<file path="src/rtl/climate_sequencer.sv">
// climate_sequencer: heater/cooler sequencer with minimum run time, dead time
// between actuator changes and a debounced, latched sensor-inconsistency fault.
module climate_sequencer #(
   parameter int unsigned MIN_RUN      = 4,
   parameter int unsigned DEAD_TIME    = 2,
   parameter int unsigned FAULT_CYCLES = 3
) (
   input  logic       clk_2,
   input  logic       reset,
   input  logic       t_ge15,
   input  logic       t_ge20,
   input  logic       enable,
   input  logic       fault_clr,
   output logic       heater,
   output logic       cooler,
   output logic       fault,
   output logic [2:0] state,
   output logic [7:0] runs
);

   localparam int unsigned RUN_W  = (MIN_RUN > 1) ? $clog2(MIN_RUN) : 1;
   localparam int unsigned DEAD_W = (DEAD_TIME > 1) ? $clog2(DEAD_TIME) : 1;
   localparam int unsigned INV_W  = $clog2(FAULT_CYCLES + 1);

   typedef enum logic [2:0] {
      IDLE  = 3'd0,
      HEAT  = 3'd1,
      COOL  = 3'd2,
      DEAD  = 3'd3,
      FAULT = 3'd4
   } state_t;

   state_t             state_q, state_nx;
   logic [RUN_W-1:0]   run_cnt, run_nx;
   logic [DEAD_W-1:0]  dead_cnt, dead_nx;
   logic [INV_W-1:0]   inv_cnt, inv_nx;
   logic [7:0]         runs_nx;
   logic               fault_hit;

   logic heat_req, cool_req, invalid;

   // threshold-switch decode; the comfort band is the remaining code
   assign heat_req = ~t_ge15 & ~t_ge20;
   assign cool_req =  t_ge15 &  t_ge20;
   assign invalid  = ~t_ge15 &  t_ge20;

   assign state = state_q;

   // state, counters and registered actuator decode
   always_ff @(posedge clk_2 or posedge reset) begin
      if (reset) begin
         state_q  <= IDLE;
         run_cnt  <= '0;
         dead_cnt <= '0;
         inv_cnt  <= '0;
         runs     <= '0;
         heater   <= 1'b0;
         cooler   <= 1'b0;
         fault    <= 1'b0;
      end else begin
         state_q  <= state_nx;
         run_cnt  <= run_nx;
         dead_cnt <= dead_nx;
         inv_cnt  <= inv_nx;
         runs     <= runs_nx;
         heater   <= (state_nx == HEAT);
         cooler   <= (state_nx == COOL);
         fault    <= (state_nx == FAULT);
      end
   end

   // next-state: fault detection overrides FAULT exit, which overrides normal flow
   always_comb begin
      state_nx  = state_q;
      run_nx    = run_cnt;
      dead_nx   = dead_cnt;
      inv_nx    = inv_cnt;
      runs_nx   = runs;
      fault_hit = 1'b0;

      if (state_q != FAULT) begin
         if (invalid) begin
            if (inv_cnt == INV_W'(FAULT_CYCLES - 1)) begin
               fault_hit = 1'b1;
            end else begin
               inv_nx = inv_cnt + INV_W'(1);
            end
         end else begin
            inv_nx = '0;
         end
      end

      if (fault_hit) begin
         state_nx = FAULT;
         inv_nx   = '0;
      end else begin
         case (state_q)
            IDLE: begin
               if (enable && heat_req) begin
                  state_nx = HEAT;
                  run_nx   = RUN_W'(MIN_RUN - 1);
                  runs_nx  = runs + 8'd1;
               end else if (enable && cool_req) begin
                  state_nx = COOL;
                  run_nx   = RUN_W'(MIN_RUN - 1);
                  runs_nx  = runs + 8'd1;
               end
            end
            HEAT: begin
               if (run_cnt != '0) begin
                  run_nx = run_cnt - RUN_W'(1);
               end else if (!(heat_req && enable)) begin
                  state_nx = DEAD;
                  dead_nx  = DEAD_W'(DEAD_TIME - 1);
               end
            end
            COOL: begin
               if (run_cnt != '0) begin
                  run_nx = run_cnt - RUN_W'(1);
               end else if (!(cool_req && enable)) begin
                  state_nx = DEAD;
                  dead_nx  = DEAD_W'(DEAD_TIME - 1);
               end
            end
            DEAD: begin
               if (dead_cnt == '0) begin
                  state_nx = IDLE;
               end else begin
                  dead_nx = dead_cnt - DEAD_W'(1);
               end
            end
            FAULT: begin
               if (fault_clr && !invalid) begin
                  state_nx = DEAD;
                  dead_nx  = DEAD_W'(DEAD_TIME - 1);
               end
            end
            default: state_nx = IDLE;
         endcase
      end
   end

endmodule

</file>
<file path="config.mk">
export PLATFORM = sky130hd
export DESIGN_NAME = climate_sequencer
export DESIGN_NICKNAME = d
export VERILOG_FILES = /design/src/rtl/climate_sequencer.sv
export SDC_FILE = /design/constraint.sdc
export NUM_CORES = 1
export LEC_CHECK = 0
export ABC_AREA = 1
export CAP_MARGIN = 10
export CORE_UTILIZATION = 35
export CTS_CLUSTER_SIZE = 12
export DETAILED_ROUTE_END_ITERATION = 6
export GPL_ROUTABILITY_DRIVEN = 0
export PLACE_DENSITY = 0.57
export SLEW_MARGIN = 20
export SYNTH_ARGS = -nofsm -noshare
export SYNTH_HDL_FRONTEND = slang
export SYNTH_SLANG_ARGS = --single-unit
</file>
<file path="constraint.sdc">
create_clock -name clk_2 -period 1.4 [get_ports clk_2]
set_input_delay 0.28 -clock clk_2 [delete_from_list [all_inputs] [get_ports clk_2]]
set_output_delay 0.28 -clock clk_2 [all_outputs]
set_load 0.01 [all_outputs]
</file>
# ---- After elaboration in Yosys (flattened, before gate mapping)
# Index checks and enable logic that the tools add are counted.
# W data, S select, Z words.
dict set report word_totals {
  reg_bits 19
  inputBits 6
  output_inout_bits 14
  word_cells 80
}
dict set report classes {
  n_addsub 4
  eq_ne 17
  muxes 30
  bitwise_logic 6
  reduce_logical 15
}
# op count
set ops {}
lappend ops {{$mux W3} 9}
lappend ops {{$mux W8} 2}
lappend ops {{$pmux W3 S5} 1}
lappend ops {{$mux W2} 7}
lappend ops {{$ne A2 B2 Y1 const B} 5}
lappend ops {{$eq A3 B2 Y1 const B} 3}
lappend ops {{$mux W1} 9}
lappend ops {{$ne A3 B3 Y1 const B} 3}
lappend ops {{$add A8 B1 Y8 const B} 1}
lappend ops {{$reduce_bool A2 Y1} 4}
lappend ops {{$reduce_and A7 Y1} 1}
lappend ops {{$eq A3 B1 Y1 const B} 2}
lappend ops {{$eq A3 B3 Y1 const B} 2}
lappend ops {{$pmux W1 S4} 1}
lappend ops {{$pmux W2 S2} 1}
lappend ops {{$reduce_and A4 Y1} 1}
lappend ops {{$reduce_bool A4 Y1} 1}
lappend ops {{$and A1 B1 Y1} 3}
lappend ops {{$logic_and A1 B1 Y1} 3}
lappend ops {{$logic_not A3 Y1} 1}
lappend ops {{$not A1 Y1} 3}
lappend ops {{$reduce_and A3 Y1} 1}
lappend ops {{$add A2 B1 Y2 const B} 1}
lappend ops {{$eq A2 B2 Y1 const B} 1}
lappend ops {{6 further kinds} 6}

# ---- Depth between registers and ports, before layout
dict set report depth {
  word_depth 8
  mapped_depth 10
}

# ---- Worst setup path after synthesis
# No wires, ideal clock.
dict set report synth_timing {
  path_kind {register -> register}
  startpoint {register state_q[0], in the netlist state[0]}
  endpoint {register runs[5]}
  arrival_ns 1.184
  t_required_ns 1.273
  slack_ns 0.089
  path_stages_with_launch 7
  path_buffers 1
  cell_sequence {dfrtp_1 -> buf_6 -> nor3_4 -> nand2_2 -> nand2_4 -> nand2_2 -> xnor2_2}
}
dict set report synth_between {
  elab_chain_cells 4
  word_cells_on_any_way 5
  classes_between {eq/ne: 1; mux: 1; bitwise: 1; reduce/logical: 2}
}
# element line_no
set synth_rtl {}
lappend synth_rtl {{start, declared} 33} ;# state_t state_q, state_nx;
lappend synth_rtl {{start signal, assigned} 61} ;# state_q <= state_nx;
lappend synth_rtl {{$ne A3 B3 Y1} 81} ;# if (state_q != FAULT) begin
lappend synth_rtl {{$mux W1} 81}
lappend synth_rtl {{$not A1 Y1 (no source line)} -}
lappend synth_rtl {{$reduce_and A3 Y1 (no source line) (*)} -}
lappend synth_rtl {{end signal, assigned} 65} ;# runs <= runs_nx;
lappend synth_rtl {{end, declared} 18} ;# output logic [7:0] runs
# Mark *: on every way between the ends. The rest lies on a longest branch, timed or not.
# A chain may end at the register's enable or synchronous reset.

# ---- Worst setup path in the final report
dict set report layout_timing {
  startpoint {register state_q[2], in the netlist state[2]}
  endpoint {register run_cnt[0]}
}
dict set report layout_between {
  elab_chain_cells 4
  word_cells_on_any_way 12
  classes_between {eq/ne: 5; mux: 2; bitwise: 1; reduce/logical: 4}
}
# element line_no
set layout_rtl {}
lappend layout_rtl {{$eq A3 B2 Y1 (tied with other cells)} 97} ;# case (state_q)
lappend layout_rtl {{$reduce_or A2 Y1 (no source line) / $mux W1 (equally long branches)} -}
lappend layout_rtl {{$ne A2 B1 Y1 (no source line) (tied with other cells)} -}
lappend layout_rtl {{$reduce_and A4 Y1 (no source line)} -}
lappend layout_rtl {{end signal, assigned} 62} ;# run_cnt <= run_nx;
lappend layout_rtl {{end, declared} 34} ;# logic [RUN_W-1:0] run_cnt, run_nx;
# Parallel ways exist; a longest one is shown, timed or not.

==> out/results.tsv <==
stage	metric	value	unit
cells_and_area	share of layout cells above drive strength 1	38.3	%
synthesis	warnings from Yosys	0	
power	Leak	0.000938	µW
worst_setup_path	Worst Path Required	1640	ps
worst_setup_path	Crit Path Max Fanout	5	
synthesis	post-synth net total	157	
worst_setup_path	CP Launch Type	flop	
detailed_routing	Routed Antenna Nets	0	
timing	final setup violation count	1	
cells_and_area	non-filler cells, final	237	
synthesis	Top FF cell, synth	dfrtp_1	
worst_setup_path	R2R Setup Slk	-6	ps
clock_tree	TritonCTS clock tree	yes	
synthesis	synth cell count leaders	nand2_1 (48), dfrtp_1 (19), inv_1 (19)	
clock_tree	clock buffer depth	2	
cells_and_area	area grow syn2layout	47.2	%
clock_tree	Clock Latency Late Sink	290	ps
clock_tree	total CTS buffers	3	
cells_and_area	nets@finish	203	
synthesis	Synth area leader	dfrtp_1	
floorplanning	Die Wd	59.4	µm
timing	RSZ-0062 raised after global routing	true	
power	worst vdd ir	0.854	mV
floorplanning	Initial Utilization	37.2	%
cells_and_area	number of diodes	0	
global_route	largest net degree at the start of global routing	20	
detailed_routing	Vias/cell	4.64	
timing	worst rel slew slack	78.2	%
timing	Final Hold Fails	0	
placement	Placed Instances	223	
worst_setup_path	Worst Reg-to-Reg Cells	9	
floorplanning	Die Footprint	0.00353	mm²
cells_and_area	final core area utilization	54.8	%
outcome	run status	complete, but fails checks	
detailed_routing	Pre-Repair DR Iteration Count	4	
timing	Fmax achieved	711	MHz
timing	worst-margin pin slew	326	ps
global_route	number of global-route vias before repair	1017	
floorplanning	die boundary height	59.4	µm
floorplanning	IO Count	20	
global_route	Overflow after GRT	0	
synthesis	Netlist cell types	26	
synthesis	sequential area share after synthesis	41.2	%
power	PwrDens	1580	mW/mm²
detailed_routing	final wirelength	2.75	mm
worst_setup_path	worst r2r dst	run_cnt[0]	
worst_setup_path	critical path class	reg -> reg	
synthesis	syn_area_per_cell	7.80	µm²
global_route	initial antenna violation count	0	
synthesis	Gate Count Post-Synth	148	
detailed_routing	initial DRC count	19	
floorplanning	core area	0.00310	mm²
synthesis	asr flop ratio synth	100	%
global_route	first-pass GRT wire length	4.25	mm
clock_tree	Post-CTS Hold Fix Bufs	0	
timing	crit path time final	1410	ps
worst_setup_path	reg2reg start	state[2]	
detailed_routing	# DRC	0	
clock_tree	Worst-path clk slew	100	ps
worst_setup_path	Critical Path End	run_cnt[0]	
placement	# port buffers	19	
worst_setup_path	critical path startpoint	state[2]	
outcome	failing checks	negative setup slack	
floorplanning	std cell rows	20	
timing	final count of pins violating max slew	0	
detailed_routing	WL per Instance	11.6	µm
flow_run	Max Cap Viol	0	
detailed_routing	routed via count	1100	
worst_setup_path	critical path arrival	1650	ps
clock_tree	root buf cell	clkbuf_4	
global_route	overall routing resource usage	16.4	%
timing	final setup margin	-6.37	ps
synthesis	Yosys reg bits	19	
timing	Final Cycle Share	100	%
placement	placed cell areas	0.00150	mm²
synthesis	most numerous cell in the Yosys netlist	nand2_1	
timing	Clock Skews	1.40	ps
worst_setup_path	Critical Path Sink Type	flop	
cells_and_area	Final Instance Area	0.00170	mm²
placement	dpl hpwl	1.94	mm
clock_tree	CTS HTree Levels	1	
min_path	Worst Hold Class	in -> async	
synthesis	mapped cell area	0.00115	mm²
synthesis	ranking of synthesized cells by area	dfrtp_1 (41%), nand2_1 (16%), inv_1 (6.2%), xnor2_2 (4.2%), nand3_1 (3.9%)	
synthesis	Synth top area share	41.2	%
clock_tree	CTS Sinks	19	
synthesis	Post-synth EDFFs	0	
==> worst max-delay path: stages (launching register included) <==
cell	delay, ps
dfrtp_2	430
buf_6	130
buf_6	120
inv_6	60
nand3_4	110
a21oi_4	190
nand2_2	120
nand2_2	90
nand2_1	50
nand2_1	50
==> registers in the layout, summed over array words and instances, names as in the netlist <==
register  flops
inv_cnt       2
run_cnt       2
dead_cnt      1
runs          8
state         3
fault         1
cooler        1
heater        1
==> layout make-up <==
class	instances	area (µm²)
timing repair buffer	43	377
inverter	21	88.8
multi-input combinational	106	674
clock buffer	3	22.5
clock inverter	1	5.00
sequential	19	478
fill	316	1400
tap	44	55.1
==> metrics by stage <==
| step | setup slack [ps] | power (µW) | TNS [ps] | hold WS [ps] |
|---|---|---|---|---|
| floorplan | 89.2 | 1690 | 0 | 231 |
| global placement | -277 | 2150 | -3380 | 456 |
| detailed placement | -275 | 2190 | -3730 | 467 |
| CTS | -45.2 | 2500 | -107 | 300 |
| global route | -62.2 | 2930 | -559 | 327 |
| finish | -6.37 | 2690 | -6.37 | 302 |
==> logic make-up after synthesis <==
kind of cell	count (synthesis)	synth area share [%]
buffers and inverters	23	8.45
and+or+nand+nor	88	35.4
AOI/OAI and AO/OA	8	4.44
xor gates and xnor gates	7	7.26
adders and majority gates	3	3.25
DFF	19	41.2
==> how the worst min path moves through the flow <==
stage,start,end,cells past startpoint
6_report,reset,inv_cnt[1],3
4_1_cts,reset,inv_cnt[1],3
3_3_place_gp,dead_cnt,dead_cnt,2
5_1_grt,reset,inv_cnt[1],3
2_1_floorplan,reset,cooler,1
3_5_place_dp,dead_cnt,dead_cnt,2
==> routing by layer <==
layer	track usage (%)	vias up	wire [µm]
met2	27.1	31	1370
li1	-	550	-
met3	3.93	4	120
met4	4.08	0	51
met5	0	-	0
met1	21.3	515	1210
==> cell usage in the layout, fill, tap and decap left out, drive strengths merged, types with 5 or more instances in the layout <==
cell type      instances
nand2                 55
inv                   21
nor2                  17
clkdlybuf4s50          5
dfrtp                 19
dlygate4sd2           13
nand3                 10
buf                   24
==> what timing repair did <==
action / CTS / global route
setup buffers: 8 / 3
endpoints found under the setup margin: 14 / 15
pin swaps: 0 / 14
gates resized for setup: 17 / 40
==> power breakdown <==
| group | internal (µW) | switching, µW | total (µW) |
|---|---|---|---|
| registers | 709 | 89.3 | 798 |
| logic | 707 | 911 | 1620 |
| clock network | 106 | 166 | 272 |
| total | 1520 | 1170 | 2690 |
Power figures use the tool's default switching activity.
